### src/rtl/masked_sbox_pkg.sv
// Shared constants and helpers for the masked tower-field S-box datapath.
// Factor-vector bit positions are exported for the downstream masked multipliers.
package masked_sbox_pkg;

    localparam int W_GF16 = 4;
    localparam int W_GF4  = 2;

    // Factor-vector bit positions (W=4 layout; Q_AL is also bit 2 for W=2)
    localparam int Q_AA    = 8;
    localparam int Q_SA_HI = 7;
    localparam int Q_SA_LO = 6;
    localparam int Q_AH    = 5;
    localparam int Q_AL    = 2;

    function automatic int qw_of(input int w);
        return (w == W_GF16) ? 9 : 3;
    endfunction

endpackage

### src/rtl/fac_expand.sv
// Single-share factor-sum expander, purely combinational and linear in a_i,
// so it can be applied share-wise without ever combining shares.
module fac_expand
    import masked_sbox_pkg::*;
#(
    parameter  int W  = 4,
    localparam int QW = qw_of(W)
) (
    input  logic [W-1:0]  a_i,
    output logic [QW-1:0] q_o
);

    if (W == W_GF16) begin : g_w4
        logic [1:0] sa;
        assign sa  = a_i[3:2] ^ a_i[1:0];
        assign q_o = {sa[1] ^ sa[0], sa, a_i[3] ^ a_i[2], a_i[3:2], a_i[1] ^ a_i[0], a_i[1:0]};
    end else if (W == W_GF4) begin : g_w2
        assign q_o = {a_i[1] ^ a_i[0], a_i[1:0]};
    end else begin : g_bad_w
        $error("fac_expand: W must be 4 or 2");
    end

endmodule

### src/rtl/masked_fac_pipe.sv
// Pipelined share-wise factor-sum generator with valid/ready slices and flush.
// Optional input re-masking of shares 0/1 is enabled by MASKED_FAC_REFRESH_EN.
module masked_fac_pipe
    import masked_sbox_pkg::*;
#(
    parameter  int W      = 4,
    parameter  int SHARES = 2,
    parameter  int STAGES = 1,
    localparam int QW     = qw_of(W)
) (
    input  logic                 clk,
    input  logic                 rst_n,
    input  logic                 flush,
    input  logic                 in_valid,
    output logic                 in_ready,
    input  logic [SHARES*W-1:0]  in_data,
    output logic                 out_valid,
    input  logic                 out_ready,
    output logic [SHARES*QW-1:0] out_data,
    output logic                 busy
`ifdef MASKED_FAC_REFRESH_EN
    ,
    input  logic [W-1:0]         rand_i
`endif
);

    localparam int DW = SHARES * QW;

    if (W != W_GF16 && W != W_GF4) begin : g_bad_w
        $error("masked_fac_pipe: W must be 4 or 2");
    end
    if (SHARES < 1 || SHARES > 4) begin : g_bad_shares
        $error("masked_fac_pipe: SHARES must be 1..4");
    end
    if (STAGES < 1 || STAGES > 3) begin : g_bad_stages
        $error("masked_fac_pipe: STAGES must be 1..3");
    end

    logic [SHARES*W-1:0] shares_m;

`ifdef MASKED_FAC_REFRESH_EN
    if (SHARES < 2) begin : g_bad_refresh
        $error("masked_fac_pipe: refresh needs SHARES >= 2");
    end
    // Same mask on two shares keeps the unmasked XOR unchanged
    always_comb begin
        shares_m          = in_data;
        shares_m[0 +: W]  = in_data[0 +: W] ^ rand_i;
        shares_m[W +: W]  = in_data[W +: W] ^ rand_i;
    end
`else
    assign shares_m = in_data;
`endif

    logic [DW-1:0] exp_data;

    for (genvar s = 0; s < SHARES; s++) begin : g_exp
        fac_expand #(.W(W)) u_exp (
            .a_i (shares_m[s*W +: W]),
            .q_o (exp_data[s*QW +: QW])
        );
    end

    logic [STAGES-1:0] v_q, v_d;
    logic [DW-1:0]     d_q [STAGES];
    logic [DW-1:0]     d_d [STAGES];
    logic [STAGES:0]   cv;
    logic [DW-1:0]     cd  [STAGES+1];
    logic [STAGES-1:0] open;

    // Slice k can load when out_ready is high or any slice at/after k is empty
    for (genvar k = 0; k < STAGES; k++) begin : g_open
        localparam logic [STAGES-1:0] LOW = STAGES'((1 << k) - 1);
        assign open[k] = out_ready | ~&(v_q | LOW);
    end

    always_comb begin
        cv    = {v_q, in_valid};
        cd[0] = exp_data;
        for (int k = 0; k < STAGES; k++) begin
            cd[k+1] = d_q[k];
        end
    end

    always_comb begin
        v_d = v_q;
        d_d = d_q;
        for (int k = 0; k < STAGES; k++) begin
            if (flush) begin
                v_d[k] = 1'b0;
            end else if (open[k]) begin
                v_d[k] = cv[k];
                if (cv[k]) begin
                    d_d[k] = cd[k];
                end
            end
        end
    end

    always_ff @(posedge clk or negedge rst_n) begin
        if (!rst_n) begin
            v_q <= '0;
            for (int k = 0; k < STAGES; k++) begin
                d_q[k] <= '0;
            end
        end else begin
            v_q <= v_d;
            d_q <= d_d;
        end
    end

    assign in_ready  = open[0] & ~flush;
    assign out_valid = v_q[STAGES-1];
    assign out_data  = d_q[STAGES-1];
    assign busy      = |v_q;

endmodule
### config.mk
export PLATFORM = sky130hd
export DESIGN_NAME = masked_fac_pipe
export DESIGN_NICKNAME = d
export VERILOG_FILES = /design/src/rtl/masked_sbox_pkg.sv /design/src/rtl/fac_expand.sv /design/src/rtl/masked_fac_pipe.sv
export SDC_FILE = /design/constraint.sdc
export NUM_CORES = 1
export LEC_CHECK = 0
export CORE_MARGIN = 10
export CORE_UTILIZATION = 40
export DETAILED_ROUTE_END_ITERATION = 8
export PLACE_DENSITY_LB_ADDON = 0.1
export RECOVER_POWER = 100
export SYNTH_ARGS = -nofsm -noshare
export SYNTH_HDL_FRONTEND = slang
export SYNTH_SLANG_ARGS = --single-unit
### constraint.sdc
create_clock -name clk -period 2.35 [get_ports clk]
set_input_delay 0.47 -clock clk [delete_from_list [all_inputs] [get_ports clk]]
set_output_delay 0.47 -clock clk [all_outputs]
set_load 0.1 [all_outputs]
==> impl_results.md, run 1 <==
* Status: complete, no violations
* Final total power at 1.30 mW
* Ant. Diodes at 0
* WL met1 at 782 um
* Gate Count Post-Synth at 75
* Post-Syn Area at 1010 sq um
* Post_cts resized at 0
* R2r worst-path depth at 4
* Buffers and inverters on the worst path at 1
* Clock sink count at 19
* Commonest non-fill, non-tap cell in the layout: dfrtp_1
* Setup crit start kind: flip-flop
* Final Wtd Congestion at 0.687
* CTS HTree Levels at 1
* GRT overflow at 0
* Buffers on Ports at 33
* Layout cell share with drive strength beyond 1 at 0.269
* Yosys reg bits at 19
* Area delta synth->final at 10.1%
* Yosys cell types at 13
* XOR/XNOR share of the synthesized area at 0.0865
* Commonest cells after routing, fill and taps aside: dfrtp_1, clkbuf_2, clkdlybuf4s50_1
* Core box area at 2450 sq um
* R2r startpoint: busy
* Post-CTS setup buffers at 0
* Core Util, Final at 0.454
* Top Family by Delay on Critical Path: buffers and inverters
* Worst vdd ir at 626 uV
* Hold buffers post-CTS at 0
* Min cycle time layout at 2000 ps
* Post-synthesis adder-cell area fraction at 0
* CP Class: flip-flop to primary output
* Reg2Reg Setup Slack at 760 ps
* Hold Startpoint: out_data[15]
* Met2 Routed Length at 867 um
* Post-route ant nets at 0
* Reg-to-reg critical path endpoint: out_data[9]
* Syn. warnings at 0
* Clk pin slew, worst setup/hold paths at 110 ps
* Multiplexer share of the synthesized area at 0.227
* Drt first pass iters at 3
* Tcrit/Tclk final at 0.853
* Vias in the first global route at 611
* IO Count at 34
* Post-synthesis sequential area ratio at 0.470
* TritonCTS buffer count at 3
* # DRC at 0
* Largest net degree at the start of global routing at 20
* Total length of routed wires at 1830 um
* Hold_ws at 504 ps
* Worst clock skew at 3.05 ps
* Later-pin clock latency in the skew report at 300 ps
* Routed wl met3 at 155 um
* Simple-gate share of the synthesized area at 0.0371
* Rows at 18
* Post-Syn Area per Cell at 13.5 sq um
* Worst EP arrival at 1530 ps
* Initial antenna violation count at 0
* Total number of vias at 536
* Crit-path max cell delay at 870 ps
* Critical Path Fanout Max at 2
* CTS Buffer Depth at 2
* Post-DR vias/cell at 4.36
* Slowest-stage cell, CP: clkbuf_1
* Highest metal used: met4
* CTS tree: yes
* Post-DP HPWL at 1440 um
* Largest family of logic cells by synthesized area: multiplexers
* Worst Hold Class: flip-flop to flip-flop
* Post-synthesis compound-gate area fraction at 0
* Max_slew headroom at 0.217
* Final Net Count at 107
* Die width at 70.3 um
* Max Cap Violations at 0
* DIE AREA at 4940 sq um
* Setup TNS at 0 ps
* Total global-route track usage at 0.0770
* Pleak at 0.486 nW
* Die H at 70.3 um
* Hold path endpoint: out_data[15]
* Final setup fails at 0
* First-pass GRT wire length at 3080 um
* RSZ-0062 raised after global routing: no
* Hold depth at 1
* Syn Nets at 88
* Critical-path cell list: clkbuf_1
* Worst setup EP type: primary output
* Root Driver: clkbuf_4
* Worst Tran Pin Value at 1180 ps
* Worst path required time at 1880 ps
* Initial Utilization at 0.412
* Max Clk Rate at 499 MHz
* Max Slew Vio Count at 0
* Final Hold Vio Count at 0
* Routed length per instance at 14.9 um
* PD cells at 1170 nW/um^2
* Initial DRC Count at 22
## stage by stage
stage | area, sq um | instances | setup WS, ps
2_1_floorplan | 1010 | 75 | 81.4
3_3_place_gp | 1200 | 119 | 440
3_5_place_dp | 1200 | 119 | 419
4_1_cts | 1230 | 123 | 520
5_1_grt | 1110 | 123 | 274
6_report | 1110 | 123 | 346
## cells by family after synthesis
logic type | Yosys count
buffers and inverters | 23
XOR/XNOR | 10
flip-flops | 19
AND/OR/NAND/NOR | 5
multiplexers | 18
## cells in the mapped netlist, drive strengths merged
cell type,number,share of area
buf,21,0.17
dfrtp,19,0.47
mux2,16,0.21
xor2,6,0.052
xnor2,4,0.035
nor2,3,0.011
inv,2,0.0074
mux2i,2,0.020
nor2b,1,0.014
nor3b,1,0.012
## sequential cells by signal (all words and copies together), names as in the netlist
name / flops
out_data: 18
busy: 1
## power by group
group / total [mW] / switching [mW] / internal, mW / leakage [nW]
clock: 0.169 / 0.103 / 0.0661 / 0.0150
sequential: 0.426 / 0.0337 / 0.392 / 0.224
combinational: 0.708 / 0.593 / 0.115 / 0.247
total: 1.30 / 0.730 / 0.573 / 0.486
## cell type report
class,count,area [sq um]
fillers,253,1340
flip-flops and latches,19,475
multi-input cells,33,315
repair buffers,35,253
well taps,30,37.5
clock buffers,4,26.3
inverters,2,7.51
## per-layer routing
| metal | global-route usage | vias to the layer above |
|---|---|---|
| met5 | 0 | - |
| met2 | 0.117 | 19 |
| met4 | 0.0395 | 0 |
| li1 | - | 260 |
| met3 | 0.0381 | 4 |
| met1 | 0.0864 | 253 |
## how the worst max path moves through the flow
| stage | endpoint | cells after the start | startpoint | slack (ps) |
|---|---|---|---|---|
| after floorplan | in_ready | 2 | busy | 80 |
| after CTS | in_ready | 4 | out_ready | 520 |
| after detailed placement | out_data[6] | 5 | out_ready | 420 |
| final | out_data[1] | 1 | out_data[1] | 350 |
| after global routing | out_data[14] | 1 | out_data[14] | 270 |
| after global placement | out_data[3] | 5 | out_ready | 440 |
(Power assumes the default switching activity.)
==> run 2: changes to the inputs <==
CTS_CLUSTER_SIZE = 28   (was default)
==> results of run 2 <==
The final DEF is identical to that of run 1; final timing and power are the same.
